<file path="src/rtl/seg7_scan_driver.sv">
// Time-multiplexed 7-segment scan driver for NUM_DIGITS digits.
// Double-buffered data with frame-synchronous update, leading-zero blanking and an anti-ghost gap.
module seg7_scan_driver #(
   parameter int unsigned NUM_DIGITS = 4,
   parameter int unsigned CLK_DIV    = 1000,
   parameter int unsigned BLANK_CYC  = 1,
   parameter bit          HEX_MODE   = 1'b1,
   parameter bit          ACTIVE_LOW = 1'b0
) (
   input  logic                    clk,
   input  logic                    rst,
   input  logic                    en,
   input  logic                    load,
   input  logic [4*NUM_DIGITS-1:0] digits,
   input  logic [NUM_DIGITS-1:0]   dp,
   input  logic                    blank_lz,
   output logic [6:0]              seg,
   output logic                    seg_dp,
   output logic [NUM_DIGITS-1:0]   an,
   output logic                    frame
);

   localparam int unsigned IW = (NUM_DIGITS > 1) ? $clog2(NUM_DIGITS) : 1;
   localparam int unsigned CW = $clog2(CLK_DIV);
   localparam logic [CW-1:0] CNT_LAST  = CW'(CLK_DIV - 1);
   localparam logic [CW-1:0] CNT_BLANK = CW'(BLANK_CYC);
   localparam logic [IW-1:0] IDX_LAST  = IW'(NUM_DIGITS - 1);
   localparam logic [6:0]            SEG_OFF = {7{ACTIVE_LOW}};
   localparam logic [NUM_DIGITS-1:0] AN_OFF  = {NUM_DIGITS{ACTIVE_LOW}};

   logic [CW-1:0]           cnt_q;
   logic [IW-1:0]           idx_q;
   logic [4*NUM_DIGITS-1:0] hold_digits_q, disp_digits_q;
   logic [NUM_DIGITS-1:0]   hold_dp_q, disp_dp_q;

   logic                  wrap;
   logic [3:0]            cur_val;
   logic                  cur_dp;
   logic [6:0]            glyph;
   logic [NUM_DIGITS-1:0] lz;
   logic                  blank;
   logic [6:0]            seg_raw;
   logic                  dp_raw;
   logic [NUM_DIGITS-1:0] an_raw;

   function automatic logic [6:0] decode(input logic [3:0] v);
      logic [6:0] g;
      unique case (v)
         4'h0: g = 7'h7E;  4'h1: g = 7'h30;  4'h2: g = 7'h6D;  4'h3: g = 7'h79;
         4'h4: g = 7'h33;  4'h5: g = 7'h5B;  4'h6: g = 7'h5F;  4'h7: g = 7'h70;
         4'h8: g = 7'h7F;  4'h9: g = 7'h7B;  4'hA: g = 7'h77;  4'hB: g = 7'h1F;
         4'hC: g = 7'h4E;  4'hD: g = 7'h3D;  4'hE: g = 7'h4F;  default: g = 7'h47;
      endcase
      if (!HEX_MODE && v > 4'd9) g = 7'h00;
      return g;
   endfunction

   // lz[i]: digit i and all more-significant digits are zero with no dp set
   always_comb begin
      logic run;
      run = 1'b1;
      lz  = '0;
      for (int i = NUM_DIGITS - 1; i >= 0; i--) begin
         run   = run & (disp_digits_q[4*i +: 4] == 4'd0) & ~disp_dp_q[i];
         lz[i] = run;
      end
      lz[0] = 1'b0;
   end

   always_comb begin
      wrap    = en && (cnt_q == CNT_LAST) && (idx_q == IDX_LAST);
      cur_val = disp_digits_q[4*idx_q +: 4];
      cur_dp  = disp_dp_q[idx_q];
      glyph   = decode(cur_val);
      blank   = blank_lz && lz[idx_q];
      seg_raw = (en && !blank) ? glyph : 7'h00;
      dp_raw  = en && !blank && cur_dp;
      an_raw  = (en && cnt_q >= CNT_BLANK) ? (NUM_DIGITS'(1) << idx_q) : '0;
   end

   always_ff @(posedge clk) begin
      if (rst) begin
         cnt_q         <= '0;
         idx_q         <= '0;
         hold_digits_q <= '0;
         hold_dp_q     <= '0;
         disp_digits_q <= '0;
         disp_dp_q     <= '0;
         frame         <= 1'b0;
         seg           <= SEG_OFF;
         seg_dp        <= ACTIVE_LOW;
         an            <= AN_OFF;
      end else begin
         if (load) begin
            hold_digits_q <= digits;
            hold_dp_q     <= dp;
         end
         // Display takes the pre-edge holding value, so a load on the wrap edge waits a frame
         if (!en || wrap) begin
            disp_digits_q <= hold_digits_q;
            disp_dp_q     <= hold_dp_q;
         end
         if (en) begin
            if (cnt_q == CNT_LAST) begin
               cnt_q <= '0;
               idx_q <= (idx_q == IDX_LAST) ? '0 : idx_q + 1'b1;
            end else begin
               cnt_q <= cnt_q + 1'b1;
            end
         end
         frame  <= wrap;
         seg    <= seg_raw ^ SEG_OFF;
         seg_dp <= dp_raw ^ ACTIVE_LOW;
         an     <= an_raw ^ AN_OFF;
      end
   end

endmodule

</file>
<file path="config.mk">
export PLATFORM = sky130hd
export DESIGN_NAME = seg7_scan_driver
export DESIGN_NICKNAME = d
export VERILOG_FILES = /design/src/rtl/seg7_scan_driver.sv
export SDC_FILE = /design/constraint.sdc
export NUM_CORES = 1
export LEC_CHECK = 0
export ABC_AREA = 1
export CORE_MARGIN = 4
export CORE_UTILIZATION = 41
export DETAILED_ROUTE_END_ITERATION = 10
export PLACE_DENSITY_LB_ADDON = 0.08
export SYNTH_ARGS = -nofsm -noshare
export SYNTH_HDL_FRONTEND = slang
export SYNTH_SLANG_ARGS = --single-unit
</file>
<file path="constraint.sdc">
create_clock -name clk -period 4.74 [get_ports clk]
set_clock_uncertainty 0.15 [all_clocks]
set_input_delay 0.948 -clock clk [delete_from_list [all_inputs] [get_ports clk]]
set_output_delay 0.948 -clock clk [all_outputs]
set_load 0.02 [all_outputs]
</file>
==> results.md <==
- The flow ran to the end, and the final reports show no timing, DRC or antenna violations.
- The netlist area before placement is 3030 µm².
- The half-perimeter wire length of the detailed placement result is 4590 µm.
- The number of hold buffers added after CTS was 0.
- TritonCTS built the clock tree.
- The class of the worst hold path is reg -> reg.
- The count of mapped cells out of synthesis is 415.
- The core area is 7210 µm².
- After synthesis, the mean cell area works out to 7.30 µm².
- The relative area change from synthesis to final layout is 20.8%.
- The fraction of final layout cells sized beyond drive strength 1 is 6.42%.
- In this run the worst path has a maximum fanout of 47.
- The slew of the pin with the lowest slew margin is 0.622 ns.
- The width of the die is 94.0 µm.
- The total nets after synthesis is 451.
- In this run the core area contains 31 standard-cell rows.
- The worst reg2reg path depth is 10.
- After detailed routing, the number of remaining DRC violations is 0.
- The worst setup path is launched from an input pin.
- The die span in y is 94.0 µm.
- The first-iteration detailed-routing DRC count is 117.
- Before CTS, the worst setup slack after placement is 1.76 ns.
- In the global route stage, overall resource usage came out at 16.3%.
- The multi-input gate area in the final layout is 1500 µm².
- By area, the combinational part of the netlist is dominated by simple AND/OR/NAND/NOR gates.
- Along the worst hold path, the cell count comes to 2.
- In the layout the commonest cells are 89 x sky130_fd_sc_hd__nor2_1, 65 x sky130_fd_sc_hd__nand2_1, 65 x sky130_fd_sc_hd__dfxtp_1.
- The register clock-pin slew on the reported worst setup and hold paths is 0.07 ns.
- The type of element capturing the critical path is a flop.
- The required time at the worst-slack endpoint is 4.82 ns.
- Power comes to 0.00124 W.
- The setup TNS is 0 ns.
- The total leakage power is 1.57 nW.
- The number of antenna diodes in the final layout is 0.
- The clock root buffer master is sky130_fd_sc_hd__clkbuf_8.
- Entering global routing, the biggest net connects 48 pins.
- The placed cell area is 3450 µm².
- The final antenna-violating net count is 0.
- The initial antenna violation count is 0.
- The cell type with the highest aggregate area in the netlist is sky130_fd_sc_hd__dfxtp_1.
- Ranked by total cell area, the synthesized netlist is headed by sky130_fd_sc_hd__dfxtp_1 43%, sky130_fd_sc_hd__nor2_1 11%, sky130_fd_sc_hd__nand2_1 8.1%.
- VDD sags by at most 0.172 mV.
- The commonest non-fill, non-tap cell in the layout is sky130_fd_sc_hd__nor2_1.
- The tool flagged a number of max-cap violations equal to 0.
- The number of standard cells in the layout, taps in and fillers out is 551.
- The multiplexer area fraction after synthesis is 0%.
- The filler cell count in the final layout is 769.
- The per-cell via count in the routed design is 4.88.
- The post-CTS resize count is 0.
- The number of setup violations in the final report is 0.
- The maximum clock rate is 0.376 GHz.
- Counting tap cells, the placed design contains a total of 535 instances.
- The relative slew slack is 58.4%.
- Pin placement for this block handled 38 I/O pins.
- The critical path is of the in -> reg type.
- The number of hold-slack violations in the final timing report is 0.
- The clock reaches the later pin of the worst-skew pair after 0.34 ns.
- The areal power density over the cells is 338 nW/µm².
- The number of clock sinks seen by CTS is 65.
- After Yosys synthesis, and, or, nand and nor cells account for 33.3% of the synthesized area.
- Port buffering added 37 buffers.
- The total iterations of the first detailed-routing run is 4.
- During synthesis, Yosys emitted a total of 0 warnings.
- The number of different library cells used by synthesis comes to 30.
- The floorplan step defined a die boundary enclosing 8830 µm².
- Clock tree synthesis inserted a total of 9 buffers.
- In the finished design, the share of the clock period the worst path needs comes to 56.2%.
- The via count of the first global-routing pass is 2511.
- The buffer count from post-CTS setup fixing is 0.
- After Yosys synthesis, full adders, half adders and majority gates account for 4.54% of the synthesized area.
- The first global-routing pass estimated 11400 µm of wire.
- Dividing the detail-routed wire length by the instance count gives 12.2 µm.
- The final layout contains 483 nets.
- After synthesis the netlist holds a flip-flop and latch count of 65.
- The XOR/XNOR share of the synthesized area is 0.289%.
- The number of slew-limit violations in the final report is 0.
- The data arrival at the endpoint of the critical path is 2.74 ns.
- The time the final worst path needs with I/O delays and setup is 2.66 ns.
- Setup repair after global routing left no endpoint under its margin.
- The H-tree was split into 3 levels.
- The synthesized-area fraction occupied by ao, oa, aoi and oai cells is 11.5%.
- Sequential cells were found to cover 43.0% of the synthesized design area.
- The sequential cells in the finished layout cover a total of 1300 µm².
- The weighted congestion at the end of routability-driven global placement is 0.845.
- The total number of vias is 2689.
- The clock passes through at most 2 buffers.
- The finished cells cover 3660 µm².
- The total wirelength of the detailed-routed design is 6740 µm.
- The area share of the leading cell type in the synthesized netlist is 43.0%.
- Setup slack on the critical path of the routed design comes to 2.08 ns.
- Global routing finished with a remaining overflow of 0.
- For this configuration, the core starts out at a cell density of 42.0%.
registers in the layout (all words and copies together), names as in the netlist, 2 cells and up:
register       flops
hold_digits_q     16
an                 4
cnt_q             10
idx_q              2
seg                7
disp_digits_q     16
disp_dp_q          4
hold_dp_q          4
cell usage after synthesis (all sizes together):
master and count:
o211a 1, o21ai 24, inv 34, xnor2 1, nand3 39, a211oi 4, nand4 6, buf 9
nand2 67, dfxtp 65, ha 11, nand3b 9, clkbuf 10, nor2 91, a31oi 2, o211ai 1
nor3b 1, nor3 7, a21oi 32, a22oi 1
logic make-up after synthesis:
| group | Yosys count |
|---|---|
| compound gates | 65 |
| simple gates | 220 |
| flops | 65 |
| xor+xnor | 1 |
| fa+ha+maj | 11 |
| buf+inv | 53 |
power by group:
part,internal [W],switching [W]
Combinational,0.0000629,0.0000786
Sequential,0.000576,0.0000145
Clock,0.000296,0.000209
per-layer routing:
metal	wire length, µm	share of wire, %	track usage [%]
met5	0	0	0
met4	132	2.0	8.54
met3	239	3.5	2.88
met2	3060	45	26.0
met1	3300	49	21.0
worst max-delay path, cell delays in order:
cell                              delay [ns]
sky130_fd_sc_hd__clkdlybuf4s50_1        0.45
sky130_fd_sc_hd__buf_4                  0.40
sky130_fd_sc_hd__nand2_1                0.10
sky130_fd_sc_hd__nor2_1                 0.17
sky130_fd_sc_hd__nand4_2                0.12
sky130_fd_sc_hd__buf_4                  0.28
sky130_fd_sc_hd__a21oi_1                0.18
sky130_fd_sc_hd__nor2_1                 0.06
final cells by class:
class                           count  area share [%]
Inverter                           34            3.49
Sequential cell                    65            35.6
Timing Repair Buffer               40            10.7
Tap cell                           99            3.38
Clock buffer                       11            3.59
Multi-Input combinational cell    297            41.1
Clock inverter                      5            2.19
path summary, 6_finish.rpt:
path,slack [ns],start,end
max reg2reg,2.35,idx_q[0]$_SDFFE_PP0P_,seg[3]$_SDFF_PP0_
max,2.08,en,disp_dp_q[2]$_SDFFE_PP0P_
min reg2reg,0.33,hold_digits_q[0]$_SDFFE_PP0P_,disp_digits_q[0]$_SDFFE_PP0P_
min,0.33,hold_digits_q[0]$_SDFFE_PP0P_,disp_digits_q[0]$_SDFFE_PP0P_
stage by stage:
| step | utilization [%] | hold WS (ns) |
|---|---|---|
| detailed placement | 47.8 | 0.319 |
| floorplan | - | 0.296 |
| finish | 50.7 | 0.329 |
| global placement | 47.8 | 0.308 |
| CTS | 50.7 | 0.335 |
| global route | 50.7 | 0.364 |
Note: power is estimated with default switching activity, not from simulation.
